<file path="config.mk">
export PLATFORM = sky130hd
export DESIGN_NAME = decoder_scan
export DESIGN_NICKNAME = d
export VERILOG_FILES = /design/src/rtl/decoder_scan.sv
export SDC_FILE = /design/constraint.sdc
export NUM_CORES = 1
export LEC_CHECK = 0
export BUFFER_PORTS_ARGS = -buffer_cell sky130_fd_sc_hd__buf_2
export CELL_PAD_IN_SITES_DETAIL_PLACEMENT = 1
export CELL_PAD_IN_SITES_GLOBAL_PLACEMENT = 2
export CORE_MARGIN = 3
export CORE_UTILIZATION = 33
export CTS_CLUSTER_SIZE = 40
export DETAILED_ROUTE_END_ITERATION = 8
export PLACE_DENSITY_LB_ADDON = 0.1
export SLEW_MARGIN = 30
export SYNTH_ARGS = -nofsm -noshare
export SYNTH_HDL_FRONTEND = slang
export SYNTH_SLANG_ARGS = --single-unit
</file>
<file path="constraint.sdc">
create_clock -name CLK -period 2.48 [get_ports CLK]
set_input_delay 0.248 -clock CLK [delete_from_list [all_inputs] [get_ports CLK]]
set_output_delay 0.248 -clock CLK [all_outputs]
set_load 0.1 [all_outputs]
</file>
<file path="src/rtl/decoder_scan.sv">
// ----------------------------------------------------------------------------
// decoder_scan
//   Registered one-of-N decoder with an optional auto-scan sequencer. It is the
//   parametrised successor to the 3-to-8 enable-gated one-cold decoder.
//
//   Direct mode (MODE=0): Y drives line A at the active level one clock after
//   A is applied, provided the gate is open (G1 & ~GN2 & ~GN3) and A < N.
//   Scan mode   (MODE=1): the active line walks 0..N-1. Each line is held for
//   DWELL clocks, and STEP marks the last cycle of each dwell. While the gate
//   is closed the outputs go inactive and the sequencer freezes.
//
//   Optional build macro DECODER_SCAN_BLANK_EN: adds one blank (all-inactive)
//   cycle after every dwell in scan mode.
//
// Ports
//   CLK   in   1   clock, rising edge
//   RST   in   1   synchronous active-high reset
//   A     in   AW  direct-mode address
//   G1    in   1   enable, active-high
//   GN2   in   1   enable, active-low
//   GN3   in   1   enable, active-low
//   MODE  in   1   0 = direct decode, 1 = auto-scan
//   Y     out  N   registered decoder lines
//   SEL   out  AW  registered index of the active line, 0 when none is active
//   STEP  out  1   registered pulse on the last active cycle of each dwell
// ----------------------------------------------------------------------------
module decoder_scan #(
    parameter int AW         = 3,
    parameter int N          = 8,
    parameter int DWELL      = 4,
    parameter int ACTIVE_LOW = 1
) (
    input  logic          CLK,
    input  logic          RST,
    input  logic [AW-1:0] A,
    input  logic          G1,
    input  logic          GN2,
    input  logic          GN3,
    input  logic          MODE,
    output logic [N-1:0]  Y,
    output logic [AW-1:0] SEL,
    output logic          STEP
);

    localparam int            CW       = (DWELL > 1) ? $clog2(DWELL) : 1;
    localparam logic [CW-1:0] CNT_LAST = CW'(DWELL - 1);
    localparam logic [AW-1:0] IDX_LAST = AW'(N - 1);
    localparam logic [N-1:0]  INACT    = (ACTIVE_LOW != 0) ? {N{1'b1}} : {N{1'b0}};

    // ST_DIRECT : last edge was in direct mode; a MODE=1 edge from here is the
    //             load edge (idx/cnt cleared, outputs still inactive).
    // ST_SCAN   : driving line idx, counting the dwell.
    // ST_BLANK  : blank cycle between dwells (reachable only with blanking).
    typedef enum logic [1:0] {
        ST_DIRECT = 2'd0,
        ST_SCAN   = 2'd1,
        ST_BLANK  = 2'd2
    } state_t;

    state_t        state_q, state_d;
    logic [AW-1:0] idx_q, idx_d;
    logic [CW-1:0] cnt_q, cnt_d;
    logic [N-1:0]  y_d;
    logic [AW-1:0] sel_d;
    logic          step_d;

    logic en;
    logic a_ok;
    logic dwell_done;

    assign en         = G1 & ~GN2 & ~GN3;
    assign a_ok       = ({1'b0, A} < (AW + 1)'(N));
    assign dwell_done = (cnt_q == CNT_LAST);

    // Flip the chosen bit of the inactive pattern to the active level.
    function automatic logic [N-1:0] line_of(input logic [AW-1:0] i);
        line_of = INACT ^ (N'(1) << i);
    endfunction

    // State and output registers. Reset leaves the sequencer armed at line 0,
    // so a scan held through reset starts on the first edge after release.
    always_ff @(posedge CLK) begin
        if (RST) begin
            state_q <= ST_SCAN;
            idx_q   <= '0;
            cnt_q   <= '0;
            Y       <= INACT;
            SEL     <= '0;
            STEP    <= 1'b0;
        end else begin
            state_q <= state_d;
            idx_q   <= idx_d;
            cnt_q   <= cnt_d;
            Y       <= y_d;
            SEL     <= sel_d;
            STEP    <= step_d;
        end
    end

    // Next-state logic.
    always_comb begin
        state_d = state_q;
        idx_d   = idx_q;
        cnt_d   = cnt_q;
        if (!MODE) begin
            state_d = ST_DIRECT;
            idx_d   = '0;
            cnt_d   = '0;
        end else begin
            case (state_q)
                ST_DIRECT: begin
                    state_d = ST_SCAN;
                    idx_d   = '0;
                    cnt_d   = '0;
                end
                ST_SCAN: begin
                    if (en) begin
                        if (dwell_done) begin
                            cnt_d = '0;
                            idx_d = (idx_q == IDX_LAST) ? '0 : idx_q + 1'b1;
`ifdef DECODER_SCAN_BLANK_EN
                            state_d = ST_BLANK;
`endif
                        end else begin
                            cnt_d = cnt_q + 1'b1;
                        end
                    end
                end
                ST_BLANK: begin
                    if (en) begin
                        state_d = ST_SCAN;
                    end
                end
                default: begin
                    state_d = ST_DIRECT;
                    idx_d   = '0;
                    cnt_d   = '0;
                end
            endcase
        end
    end

    // Output logic: value the output registers take at the coming edge.
    always_comb begin
        y_d    = INACT;
        sel_d  = '0;
        step_d = 1'b0;
        if (!MODE) begin
            if (en && a_ok) begin
                y_d   = line_of(A);
                sel_d = A;
            end
        end else if (state_q == ST_SCAN && en) begin
            y_d    = line_of(idx_q);
            sel_d  = idx_q;
            step_d = dwell_done;
        end
    end

endmodule

</file>
Word-level counts from Yosys, hierarchy flattened
Cells that the tools add are included.
{ "word_totals": {"wordCells": 54, "regBits": 19, "input_bits": 9, "output_inout_bits": 12} }
{ "classes": {"muxes": 16, "eq_ne": 9, "bitwise": 10, "n_shift": 2, "n_reduce_logical": 8, "add_sub_neg": 2} }
{ "ops": {"columns": ["cell", "n"], "rows": [
  ["8-bit 2-to-1 mux", 3],
  ["3-bit 2-to-1 mux", 6],
  ["8-bit inverter", 2],
  ["1-bit by 3-bit left shift with 8-bit output, first input constant", 2],
  ["2-bit inequality test, second input constant", 4],
  ["2-bit 2-to-1 mux", 3],
  ["1-bit inverter", 6],
  ["2-bit case mux with 3 select lines", 1],
  ["3-bit case mux with 2 select lines", 1],
  ["2-bit AND reduction", 3],
  ["2-bit equality test, second input constant", 2],
  ["2-bit case mux with 2 select lines", 1],
  ["3-bit by 1-bit adder with 3-bit output, second input constant", 1],
  ["3-bit equality test, second input constant", 1],
  ["3-bit inequality test, second input constant", 1],
  ["3-bit AND reduction", 1],
  ["3-bit OR reduction", 1],
  ["2-bit by 1-bit adder with 2-bit output, second input constant", 1],
  ["1-bit AND", 2],
  ["2-bit by 1-bit equality test with 1-bit output, second input constant", 1],
  ["2-bit logical NOT", 1],
  ["2-bit OR reduction", 1],
  ["1-bit logical AND", 1],
  ["1-bit 2-to-1 mux", 1]
]} }

Longest topological paths before layout
{ "depth": {"ltp_word": 6, "mapped_depth": 5, "depth_no_buf": 5} }

Least setup slack after synthesis
Ideal clock, no wire load.
{ "synth_path": {"path_kind": "register to output", "from": "register SEL[0]", "to": "output port SEL[0]", "path_slack_ps": 1323, "t_arrival_ps": 909, "n_path_buf": 0, "required_time_ps": 2232, "path_stages_with_launch": 1, "path_cell_list": "dfxtp_1"} }
{ "synth_lines": {"columns": ["element", "line_no", "rtl"], "rows": [
  ["start: declaration", "41", "output logic [AW-1:0] SEL,"],
  ["start signal: assignment", "95", "SEL <= sel_d;"]
]} }
No word-level cell between the ends.

Final worst setup path
{ "layout_path": {"from": "register SEL[2]", "to": "output port SEL[2]"} }
No word-level cell between the ends.

==> results.toml <==
[timing]
setup_tns_ns = 0
finalCritPeriodShare_pct = 51.5
period_needed_ns = 1.28
slew_violations = 0
tightest_slew_ns = 0.488
finClkSkew_ns = 0.00325
hold_viol = 0
fmax_mhz = 782
slew_headroom_pct = 67.7
setup_violations = 0
rsz0062_at_grt = "no"

[die]
die_x_um = 56.8
coreArea_sq_um = 2320
dieArea_sq_um = 3230
initial_utilization_pct = 36.8
fp-row-count = 17
die_y_um = 56.8
ios = 21

[final_layout]
layout_commonest_cell = "buf_2"
fillers = 295
nNetsFinal = 124
final_core_util_pct = 43.1
final_cell_mix = "buf_2 (20), dfxtp_1 (18), nand2_2 (7), ha_1 (7)"
design_area_sq_um = 1000
area_growth_pct = 17.3
antenna_cells = 0
drive_above_1_share_pct = 34.6
instances_no_fill = 135

[synthesis]
synth_warnings = 0
avgSynthCellArea_sq_um = 9.91
syn-instance-count = 86
synth_edf_count = 0
synth_seq_area_share_pct = 42.3
synth_area_sq_um = 852
ys_top_cells_by_area = "dfxtp_1 (42%), ha_1 (10%), nand2_2 (5.1%), nand2b_1 (4.4%), mux2i_1 (3.5%)"
synth_area_leader_cell = "dfxtp_1"
netlist.area_leader.share_pct = 42.3
synth_top_flop_cell = "dfxtp_1"
synthArstFlopShare_pct = 0
ys_types = 29
ys_seq_elements = 18
synth_fp_nets = 102

[clock_network]
cts_hold_buf = 0
clock-sinks = 18
cts_tree = "built"
post_cts_buffers = 0
clk_pin_slew_ns = 0.10
cts_resized = 0
clock_path_buffers = 2
clockRootBuffer = "clkbuf_4"
htreeDepth = 1
clock_latency_ns = 0.29
cts_made_buffers = 3

[setup_path]
reg2regPathDepth = 5
r2r_setup_slack_ns = 1.28
r2r_start = "idx_q[0]$_SDFFE_PP0P_"
crit_buf_inv = 1
end_kind = "primary output"
max_stage_delay_ns = 0.41
crit_type = "register to primary output"
cp_slowest_cell = "buf_2"
cp.arrival_ns = 1.03
cp_top_family = "buffers and inverters"
critPathRequiredTime_ns = 2.23
crit_chain = "buf_2"
worstReg2RegEnd = "Y[7]$_SDFF_PP1_"
crit_path_max_fanout = 1
worstSetupStartpointType = "register"

[routing]
wl_per_cell_um = 12.9
drc = 0
totalWireLength_um = 1750
final_antenna_net_count = 0
num_vias = 653
dr.pass1.iters = 4
vias_per_cell = 4.84
drtIter0Drc = 3

[power]
p_leak_nw = 0.387
sw_frac_of_total_pct = 23.5
powerDensity_nw_per_um2 = 518
p_total_uw = 518
internal_power_uw = 396
p_seq_share_pct = 56.6
p_clk_share_pct = 34.4
pwr-share-comb_pct = 9.0
p_sw_uw = 122
ir_drop_mv = 0.285

[place]
hpwl_um = 1340
io_buffers = 20
placed_cell_area_sq_um = 963
gp_congestion = 0.665
dp_cells = 131

[hold_path]
min_from = "RST"
hold_end = "state_q[0]$_SDFFE_PP1P_"
hp-class = "input port to register"
whs_path_depth = 2

[grt]
antenna_found_initial = 0
grt_pass1_vias = 671
grt_overflow_total = 0
track_usage_pct = 11.8
grt_first_pass_wirelength_um = 2970
grt_start_max_net_pins = 18

[flow_run]
drv_cap = 0

[status]
outcome = "completed"
-- stage by stage --
stage | worst slack [ns] | hold WS, ns
2_1_floorplan | 1.32 | 0.345
3_3_place_gp | 1.21 | 0.470
3_5_place_dp | 1.18 | 0.469
4_1_cts | 1.17 | 0.154
5_1_grt | 1.13 | 0.161
6_report | 1.20 | 0.169
-- per-layer routing --
layer / global-route usage, % / share of wire (%) / up-vias
met5: 0 / 0 / -
met4: 2.98 / 0.80 / 0
met3: 4.37 / 6.5 / 2
met2: 19.5 / 48 / 17
met1: 14.3 / 45 / 300
li1: - / - / 334
-- worst max-delay path by stage --
stage,start,endpoint,slack (ns),depth (start not counted)
final,SEL[2]$_SDFF_PP0_,SEL[2],1.20,1
after global routing,idx_q[0]$_SDFFE_PP0P_,Y[7]$_SDFF_PP1_,1.13,5
after CTS,SEL[2]$_SDFF_PP0_,SEL[2],1.17,1
after detailed placement,GN3,Y[0]$_SDFF_PP1_,1.18,4
after global placement,GN3,Y[0]$_SDFF_PP1_,1.21,4
after floorplan,SEL[0]$_SDFF_PP0_,SEL[0],1.32,0
-- power groups by stage --
stage	clock network, mW	registers (mW)	logic [mW]
finish	0.178	0.293	0.0466
global route	0.206	0.294	0.0515
CTS	0.193	0.293	0.0473
detailed placement	0	0.300	0.0470
global placement	0	0.300	0.0464
floorplan	0	0.307	0.0245
-- final cells by class --
type,instances,area (sq um),share of cell area [%]
Timing Repair Buffer,20,100,10.0
Sequential cell,18,360,36.0
Tap cell,28,35.0,3.50
Clock buffer,4,36.3,3.63
Inverter,4,15.0,1.50
Multi-Input combinational cell,61,453,45.3
-- registers in the layout, summed over array words and instances, names as in the netlist --
register	flops
SEL	3
idx_q	3
cnt_q	2
Y	8
STEP	1
state_q	1
-- kinds of logic (layout without fill, tap and decap cells) --
logic type / Yosys count / count (layout) / synth area share [%]
compound gates: 12 / 12 / 10.9
mux: 3 / 3 / 3.52
xor+xnor: 1 / 1 / 1.03
buf+inv: 7 / 28 / 4.55
flops: 18 / 18 / 42.3
simple gates: 38 / 38 / 27.5
fa+ha+maj: 7 / 7 / 10.3
-- synth_stat cells, drive strengths merged, types with 2 or more instances --
library cell   n
dfxtp         18
nand2         11
ha             7
nor2           7
nand2b         6
nand3          5
inv            4
a21oi          3
buf            3
mux2i          3
o21ai          3
o32ai          3
nand3b         2
o22ai          2
No activity file was read; power rests on OpenSTA's default activity.
